<file path="src/rtl/dec_scan_nto2n.sv">
// ============================================================================
// dec_scan_nto2n : registered N-to-2^N one-hot decoder with direct/scan modes.
// Optional macro DEC_SCAN_WRAP_EN builds the scan wrap pulse on `wrap`.
// Revision: 1.0
// ============================================================================
`default_nettype none

module dec_scan_nto2n #(
  parameter int IN_W     = 3,
  parameter int SCAN_DIV = 4
) (
  input  logic                clk,
  input  logic                rst_n,
  input  logic                en,
  input  logic                mode,
  input  logic [IN_W-1:0]     in,
  output logic [2**IN_W-1:0]  out,
  output logic [IN_W-1:0]     idx,
  output logic                valid,
  output logic                wrap
);

  localparam int OUT_W = 2**IN_W;
  localparam int DIV_W = (SCAN_DIV > 1) ? $clog2(SCAN_DIV) : 1;
  localparam logic [DIV_W-1:0] C_DIV_LAST = DIV_W'(SCAN_DIV - 1);

  typedef enum logic [1:0] {
    IDLE   = 2'd0,
    DIRECT = 2'd1,
    SCAN   = 2'd2
  } state_t;

  state_t            r_state;
  logic [OUT_W-1:0]  r_out;
  logic [IN_W-1:0]   r_idx;
  logic              r_valid;
  logic [DIV_W-1:0]  r_div_cnt;

  logic              w_scan_hold;
  logic              w_scan_step;
  logic [IN_W-1:0]   w_idx_next;

  assign w_scan_hold = en && mode && (r_state == SCAN);
  assign w_scan_step = w_scan_hold && (r_div_cnt == C_DIV_LAST);
  // Index width is exactly log2(OUT_W), so the increment wraps modulo OUT_W.
  assign w_idx_next  = r_idx + 1'b1;

  always_ff @(posedge clk) begin
    if (!rst_n) begin
      r_state   <= IDLE;
      r_out     <= '0;
      r_idx     <= '0;
      r_valid   <= 1'b0;
      r_div_cnt <= '0;
    end else if (!en) begin
      r_state   <= IDLE;
      r_out     <= '0;
      r_idx     <= '0;
      r_valid   <= 1'b0;
      r_div_cnt <= '0;
    end else if (!mode) begin
      r_state   <= DIRECT;
      r_out     <= OUT_W'(1) << in;
      r_idx     <= in;
      r_valid   <= 1'b1;
      r_div_cnt <= '0;
    end else if (r_state != SCAN) begin
      // Scan entry always restarts the sweep at bit 0.
      r_state   <= SCAN;
      r_out     <= OUT_W'(1);
      r_idx     <= '0;
      r_valid   <= 1'b1;
      r_div_cnt <= '0;
    end else if (w_scan_step) begin
      r_state   <= SCAN;
      r_out     <= OUT_W'(1) << w_idx_next;
      r_idx     <= w_idx_next;
      r_valid   <= 1'b1;
      r_div_cnt <= '0;
    end else begin
      r_state   <= SCAN;
      r_valid   <= 1'b1;
      r_div_cnt <= r_div_cnt + 1'b1;
    end
  end

  assign out   = r_out;
  assign idx   = r_idx;
  assign valid = r_valid;

`ifdef DEC_SCAN_WRAP_EN
  logic r_wrap;

  // Pulses alongside the edge that moves out from the top line back to bit 0.
  always_ff @(posedge clk) begin
    if (!rst_n) begin
      r_wrap <= 1'b0;
    end else begin
      r_wrap <= w_scan_step && (&r_idx);
    end
  end

  assign wrap = r_wrap;
`else
  assign wrap = 1'b0;
`endif

endmodule

`default_nettype wire

</file>
<file path="config.mk">
export PLATFORM = sky130hd
export DESIGN_NAME = dec_scan_nto2n
export DESIGN_NICKNAME = d
export VERILOG_FILES = /design/src/rtl/dec_scan_nto2n.sv
export SDC_FILE = /design/constraint.sdc
export NUM_CORES = 1
export LEC_CHECK = 0
export BUFFER_PORTS_ARGS = -buffer_cell sky130_fd_sc_hd__buf_2
export CAP_MARGIN = 20
export CORE_UTILIZATION = 47
export CTS_CLUSTER_SIZE = 10
export DETAILED_ROUTE_END_ITERATION = 7
export GPL_TIMING_DRIVEN = 0
export PLACE_DENSITY = 0.72
export SLEW_MARGIN = 40
export SYNTH_ARGS = -nofsm -noshare
export SYNTH_HDL_FRONTEND = slang
export SYNTH_SLANG_ARGS = --single-unit
</file>
<file path="constraint.sdc">
create_clock -name clk -period 3 [get_ports clk]
set_input_delay 0.15 -clock clk [delete_from_list [all_inputs] [get_ports clk]]
set_output_delay 0.15 -clock clk [all_outputs]
set_load 0.05 [all_outputs]
</file>
==> results.sh, run 1 <==
export IMPL_syn_avg_cell_area_um2=9.35
export IMPL_power_switching_mw=0.111
export IMPL_overflow=0
export IMPL_dr_pass1_iters=4
export IMPL_hold_class="in -> reg"
export IMPL_final_cells=124
export IMPL_grt_setup_unrepaired="false"
export IMPL_fin_util_pct=60.7
export IMPL_hold_slack_ns=0.122
export IMPL_fmax_mhz=654
export IMPL_dp_slack_ns=1.50
export IMPL_pwr_share_clk_pct=28.4
export IMPL_ys_seq_area_share_pct=39.4
export IMPL_start_util_pct=52.2
export IMPL_drt_wl_total_mm=1.63
export IMPL_cts_buffers_inserted=3
export IMPL_required_ns=3.20
export IMPL_cts_hold_buffers=0
export IMPL_initialDrtViolationCount=21
export IMPL_power_mw=0.394
export IMPL_clock_sinks=16
export IMPL_cts_path_max_buffers=2
export IMPL_first_global_vias=666
export IMPL_syn_num_nets=100
export IMPL_ios=20
export IMPL_finalSetupTns_ns=0
export IMPL_crit_type="reg -> reg"
export IMPL_antenna_found_initial=0
export IMPL_cts_resized=0
export IMPL_arrival_ns=1.73
export IMPL_dieArea_mm2=0.00190
export IMPL_layout_common_cells="20 x buf_2, 16 x dfxtp_1, 6 x o31ai_1, 6 x a21oi_1, 6 x ha_1"
export IMPL_ys_ff_latch=16
export IMPL_finalCriticalPeriod_ns=1.53
export IMPL_reg2regPathDepth=4
export IMPL_layout_drive_gt1_share_pct=25.9
export IMPL_final_max_slew_viol_count=0
export IMPL_dp_cells=121
export IMPL_finalClockSkew_ns=0.00481
export IMPL_finalInstanceArea_um2=946
export IMPL_clock_latency_ns=0.29
export IMPL_diodes=0
export IMPL_hold_viol_final=0
export IMPL_root_buffer="clkbuf_4"
export IMPL_coreArea_mm2=0.00156
export IMPL_rows=14
export IMPL_timing_final_crit_share_pct=51.0
export IMPL_syn_inst=87
export IMPL_power_density_mw_per_mm2=417
export IMPL_p_int_mw=0.284
export IMPL_io_buffers=18
export IMPL_syn2layout_area_growth_pct=16.3
export IMPL_worst_slack_ns=1.47
export IMPL_ant_nets=0
export IMPL_final_common_cell="buf_2"
export IMPL_p_comb_share_pct=15.4
export IMPL_clkSlewWorstSetupHoldPaths_ns=0.08
export IMPL_wire_per_inst_um=13.2
export IMPL_hold_depth=2
export IMPL_cts_tree="built"
export IMPL_synth_warnings=0
export IMPL_die_w_um=43.6
export IMPL_dpl_cell_area_um2=923
export IMPL_setup_viol=0
export IMPL_post_cts_buffers=0
export IMPL_dpl_hpwl_mm=1.23
export IMPL_cp_end_kind="flip-flop"
export IMPL_die_h_um=43.6
export IMPL_grt_max_degree=11
export IMPL_synth_distinct_cells=31
export IMPL_nets=123
export IMPL_p_leak_nw=0.422
export IMPL_netlist_area_um2=813
export IMPL_routed_via_count=731
export IMPL_startpoint_type="flip-flop"
export IMPL_sequentialPowerShare_pct=56.2
export IMPL_vias_per_cell=5.90
export IMPL_ir_drop_v=0.000279
export IMPL_grt_pass1_wl_mm=2.82
export IMPL_drc=0
export IMPL_groute_usage_overall_pct=19.9
export IMPL_power_share_switching_pct=28.1
export IMPL_status="complete, no violations"
export IMPL_gp_congestion=0.814
export IMPL_htreeDepth=1
export IMPL_drv_cap=0
export IMPL_path_max_fanout=6
## cell usage after synthesis, drive strengths merged
master  number  area share (%)
dfxtp       16              39
a21oi        6             3.7
ha           6             9.2
o31ai        6             5.5
buf          5             4.5
nor2b        5             3.8
a32oi        4             4.3
nand2        4             1.8
nand3        4             2.5
nor2         4             1.8
nor3         4             2.5
inv          3             1.4
a31oi        2             1.5
o221a        2             2.8
xor2         2             2.2
a211oi       1            0.92
a21boi       1            0.92
a311oi       1             1.8
a32o         1             1.2
and2         1            0.77
and3         1            0.77
and3b        1             1.1
clkinv       1            0.46
conb         1            0.46
nand2b       1            0.77
nand3b       1             1.4
nand4        1            0.77
o21ai        1            0.61
xnor2        1             1.1
## path summary, 6_finish.rpt
path,to,from,slack [ns]
max,out[4],idx[0],1.47
min,r_state[1],rst_n,0.12
max reg2reg,out[4],idx[0],1.47
min reg2reg,r_div_cnt[0],r_div_cnt[0],0.43
## power by group through the flow
stage	registers (mW)	logic (mW)	clock network, mW
final	0.222	0.0607	0.112
after detailed placement	0.227	0.0604	0
after floorplan	0.242	0.0290	0
after global placement	0.227	0.0601	0
after CTS	0.222	0.0606	0.116
after global routing	0.223	0.0655	0.121
## flip-flops by register name, summed over array words and instances (netlist names)
register	flops
r_state	2
valid	1
out	8
r_div_cnt	2
idx	3
## critical path, stage by stage, from the launching register on
cell and delay, ns:
dfxtp_1 0.45, ha_1 0.24, xor2_1 0.30, nand4_1 0.18
a311oi_2 0.27
## final cells by class
| type | instances | area, um^2 |
|---|---|---|
| fill | 138 | 613 |
| multi-input combinational | 62 | 442 |
| tap | 16 | 20.0 |
| buffer | 5 | 36.3 |
| clock buffer | 3 | 22.5 |
| inverter | 4 | 15.0 |
| sequential | 16 | 320 |
| timing repair buffer | 18 | 90.1 |
## per-layer routing
metal	share of wire, %	vias to the layer above	wire length (um)	GRT usage, %
met5	0	-	0	0
met4	1.5	0	25	9.38
met3	5.6	2	91	4.17
met2	47	27	766	32.5
met1	46	338	750	24.9
li1	-	364	-	-
## kinds of logic after synthesis
group | share of synthesized area [%]
and+or+nand+nor | 18.0
AOI/OAI and AO/OA | 23.4
DFF | 39.4
buffers and inverters | 6.31
adders and majority gates | 9.23
xor gates and xnor gates | 3.23
other | 0.461
Note: power is estimated with default switching activity, not from simulation.
==> run 2: changes to the inputs <==
- CORE_UTILIZATION: 47 -> 45
- clock period: 3 -> 1.4 ns (I/O delays scaled with it)
==> results.sh, run 2 (same netlist as run 1, synthesis figures left out) <==
export IMPL_status="complete, no violations"
export IMPL_path_depth=4
export IMPL_start_util_pct=51.0
export IMPL_hold_slack_ns=0.0492
export IMPL_grt_pass1_wl_mm=3.18
export IMPL_finalCriticalPeriod_ns=1.34
export IMPL_cts_buffers_inserted=3
export IMPL_finalClockSkew_ns=0.00197
export IMPL_crit_chain="ha_4, xnor2_4, a32o_1, o221a_1"
export IMPL_path_delay_family="compound AO/OA/AOI/OAI gates"
export IMPL_layout_common_cells="19 x buf_2, 13 x dfxtp_1, 6 x a21oi_1"
export IMPL_clock_latency_ns=0.29
export IMPL_overflow=0
export IMPL_path_max_fanout=6
export IMPL_layout_drive_gt1_share_pct=34.2
export IMPL_reg2regPathDepth=4
export IMPL_nets=125
export IMPL_dp_cells=129
export IMPL_rows=14
export IMPL_power_density_mw_per_mm2=886
export IMPL_vias_per_cell=5.73
export IMPL_startpoint_type="flip-flop"
export IMPL_p_leak_nw=0.445
export IMPL_ios=20
export IMPL_initialDrtViolationCount=36
export IMPL_clkSlewWorstSetupHoldPaths_ns=0.10
export IMPL_final_common_cell="buf_2"
export IMPL_io_buffers=18
export IMPL_finalInstanceArea_mm2=0.00105
export IMPL_die_h_um=44.5
export IMPL_clock_sinks=16
export IMPL_cp_end_kind="flip-flop"
export IMPL_hold_class="in -> reg"
export IMPL_grt_max_degree=11
export IMPL_setup_viol=0
export IMPL_die_w_um=44.5
export IMPL_arrival_ns=1.52
export IMPL_diodes=0
export IMPL_drt_wl_total_mm=1.92
export IMPL_dpl_hpwl_mm=1.30
export IMPL_dieArea_mm2=0.00198
export IMPL_cpPeakStageDelay_ns=0.39
export IMPL_routed_via_count=774
export IMPL_power_mw=0.931
export IMPL_groute_usage_overall_pct=21.8
export IMPL_r2r_end="out[0]"
export IMPL_coreArea_mm2=0.00159
export IMPL_finalSetupTns_ns=0
export IMPL_dp_slack_ns=0.000168
export IMPL_root_buffer="clkbuf_4"
export IMPL_worst_slack_ns=0.0617
export IMPL_path_buf_inv=0
export IMPL_drv_cap=0
export IMPL_hold_viol_final=0
export IMPL_grt_setup_unrepaired="false"
export IMPL_syn2layout_area_growth_pct=29.2
export IMPL_crit_type="reg -> reg"
export IMPL_fmax_mhz=747
export IMPL_final_max_slew_viol_count=0
export IMPL_cts_tree="built"
export IMPL_drc=0
export IMPL_rrSetupSlack_ns=0.06
export IMPL_r2r_start="idx[1]"
export IMPL_required_ns=1.59
export IMPL_cts_path_max_buffers=2
export IMPL_htreeDepth=1
export IMPL_cts_hold_buffers=0
export IMPL_wire_per_inst_um=14.2
export IMPL_dpl_cell_area_um2=945
export IMPL_first_global_vias=721
export IMPL_largest_register_ffs=8
export IMPL_ir_drop_v=0.000612
export IMPL_final_cells=135
export IMPL_ant_nets=0
export IMPL_timing_final_crit_share_pct=95.6
export IMPL_timing_critical_path_to="out[0]"
export IMPL_antenna_found_initial=0
export IMPL_startpoint="idx[1]"
export IMPL_dr_pass1_iters=4
export IMPL_slowest_stage="dfxtp_4"
export IMPL_gp_congestion=0.840
export IMPL_fin_util_pct=65.9
-- run 2: metal layers --
metal	GRT usage, %	up-vias	part of all wire, %
met5	0	-	0
met4	7.88	0	0.63
met3	4.08	2	5.9
li1	-	366	-
met1	27.5	376	43
met2	36.8	30	51
-- run 2: worst reg2reg max path, delay by kind of cell (launching register included) --
kind	cells	cell delay (ns)
AOI/OAI and AO/OA	2	0.49
DFF	1	0.39
adders and majority gates	1	0.20
xor gates and xnor gates	1	0.15
-- run 2: area by class of cell --
type	count	area (um^2)
Buffer	5	38.8
Clock buffer	4	36.3
Fill cell	125	543
Inverter	4	15.0
Multi-Input combinational cell	62	497
Sequential cell	16	329
Tap cell	24	30.0
Timing Repair Buffer	20	105
-- run 2: where the power goes --
group	leakage, nW	switching, mW	internal (mW)
clock	0.0210	0.156	0.158
combinational	0.292	0.0945	0.0464
sequential	0.132	0.0116	0.465
-- run 2: how the worst min path moves through the flow --
stage	start	to	slack (ns)	cells after the start
6_report	rst_n	r_state[1]	0.05	2
2_1_floorplan	in[1]	idx[1]	0.22	2
4_1_cts	rst_n	r_state[1]	0.05	2
5_1_grt	rst_n	r_state[1]	0.05	2
3_5_place_dp	rst_n	r_state[1]	0.35	2
3_3_place_gp	rst_n	r_state[1]	0.33	2
-- run 2: timing repair --
item                       4_1_cts  5_1_grt
setup endpoints to repair        3        6
setup buffers                    0        2
hold endpoints to repair         0        0
gates resized for setup          0        8
==> run 3: changes to the inputs <==
--- a/config.mk
+++ b/config.mk
@@ -9,2 +9,3 @@
 export CAP_MARGIN = 20
+export CORE_MARGIN = 10
 export CORE_UTILIZATION = 45
==> constraint.sdc (replaced) <==
create_clock -name clk -period 1.4 [get_ports clk]
set_input_delay 0.14 -clock clk [delete_from_list [all_inputs] [get_ports clk]]
set_output_delay 0.14 -clock clk [all_outputs]
set_load 0.05 [all_outputs]
==> results.sh, run 3 (same netlist as run 1, synthesis figures left out) <==
export IMPL_clock_sinks=16
export IMPL_die_h_um=62.5
export IMPL_cts_hold_buffers=0
export IMPL_path_max_fanout=6
export IMPL_layout_drive_gt1_share_pct=30.3
export IMPL_io_buffers=18
export IMPL_p_comb_share_pct=14.6
export IMPL_grt_busiest_layer="met2"
export IMPL_vias_per_cell=5.59
export IMPL_die_w_um=62.5
export IMPL_groute_usage_overall_pct=9.80
export IMPL_first_global_vias=710
export IMPL_pwr_share_clk_pct=33.3
export IMPL_arrival_ns=1.58
export IMPL_cts_tree="built"
export IMPL_multi_input_area_um2=444
export IMPL_htreeDepth=1
export IMPL_cts_path_max_buffers=2
export IMPL_hold_class="in -> reg"
export IMPL_clkSlewWorstSetupHoldPaths_ns=0.09
export IMPL_rows=15
export IMPL_met2_usage_pct=15.1
export IMPL_drt_wl_total_mm=1.90
export IMPL_dieArea_mm2=0.00391
export IMPL_grt_max_degree=11
export IMPL_grt_use_met1_pct=10.9
export IMPL_ir_drop_v=0.000567
export IMPL_grt_pass1_wl_mm=3.17
export IMPL_startpoint_type="flip-flop"
export IMPL_largest_register_ffs=8
export IMPL_timing_final_crit_share_pct=100
export IMPL_final_common_cell="buf_2"
export IMPL_wire_per_inst_um=14.1
export IMPL_antenna_found_initial=0
export IMPL_initialDrtViolationCount=12
export IMPL_cp_end_kind="flip-flop"
export IMPL_fillers=177
export IMPL_clock_latency_ns=0.29
export IMPL_grt_setup_unrepaired="true"
export IMPL_syn2layout_area_growth_pct=20.8
export IMPL_power_switching_mw=0.244
export IMPL_layout_common_cells="20 x buf_2, 13 x dfxtp_1, 6 x o31ai_1, 6 x a21oi_1"
export IMPL_dr_pass1_iters=4
export IMPL_status="complete, no violations"
export IMPL_power_share_switching_pct=26.9
export IMPL_grtUsageMet3_pct=4.12
export IMPL_start_util_pct=47.1
export IMPL_drv_cap=0
export IMPL_power_density_mw_per_mm2=924
export IMPL_root_buffer="clkbuf_4"
export IMPL_crit_type="reg -> reg"
export IMPL_regArea_um2=329
export IMPL_gp_congestion=0.870
export IMPL_finalSetupTns_ns=0
export IMPL_hold_viol_final=0
export IMPL_required_ns=1.58
export IMPL_ios=20
export IMPL_coreArea_mm2=0.00173
export IMPL_finalClockSkew_ns=0.00597
export IMPL_routed_via_count=749
export IMPL_hold_depth=2
export IMPL_cts_resized=0
export IMPL_cts_buffers_inserted=3
export IMPL_finalCriticalPeriod_ns=1.40
export IMPL_diodes=0
export IMPL_reg2regPathDepth=4
export IMPL_p_leak_nw=0.428
export IMPL_overflow=0
export IMPL_fmax_mhz=715
export IMPL_drc=0
export IMPL_sequentialPowerShare_pct=52.1
export IMPL_ant_nets=0
export IMPL_p_int_mw=0.664
export IMPL_final_max_slew_viol_count=0
export IMPL_nets=123
export IMPL_hold_slack_ns=0.102
export IMPL_dpl_hpwl_mm=1.42
export IMPL_setup_viol=0
[run 3: final timing paths]
check	endpoint	slack, ns	startpoint
worst max-delay path	out[0]	0.0007	idx[0]
worst min-delay path	r_state[1]	0.10	rst_n
worst max register to register	out[0]	0.0007	idx[0]
worst min register to register	r_div_cnt[0]	0.43	r_div_cnt[0]
[run 3: layer usage]
layer  vias to the layer above  share of wire (%)
li1                        365                  -
met1                       353                 46
met2                        26                 45
met3                         5                6.9
met4                         0                1.9
met5                         -                  0
[run 3: critical path, stage by stage, from the launching register on]
cell and delay [ns]:
dfxtp_4 0.38, ha_2 0.20, xnor2_1 0.19, a32o_1 0.30, o221a_1 0.22
[run 3: final cells by class]
class | count | area share [%]
Clock buffer | 4 | 3.69
Tap cell | 25 | 3.18
Multi-Input combinational cell | 62 | 45.2
Sequential cell | 16 | 33.5
Inverter | 4 | 1.53
Buffer | 5 | 3.69
Timing Repair Buffer | 18 | 9.17
[run 3: what timing repair did]
item                                    in CTS  in global routing
endpoints found under the setup margin       0                  5
hold endpoints to repair                     0                  0
buffers inserted                             0                  0
[run 3: stage by stage]
step	power, mW	cell area, um^2	util [%]	instances	worst slack, ns
floorplan	0.578	825	-	87	0.0219
global placement	0.613	946	54.8	130	0.0467
detailed placement	0.615	946	54.8	130	0.0342
CTS	0.916	982	56.9	134	0.0111
global route	0.952	982	56.9	134	-0.0851
finish	0.908	982	56.9	134	0.000691
[run 3: power groups by stage]
stage                     combinational (mW)  clock (mW)  sequential [mW]
final                                  0.132       0.303            0.473
after detailed placement               0.131           0            0.484
after CTS                              0.132       0.311            0.473
after floorplan                       0.0622           0            0.516
after global routing                   0.142       0.334            0.476
after global placement                 0.130           0            0.483
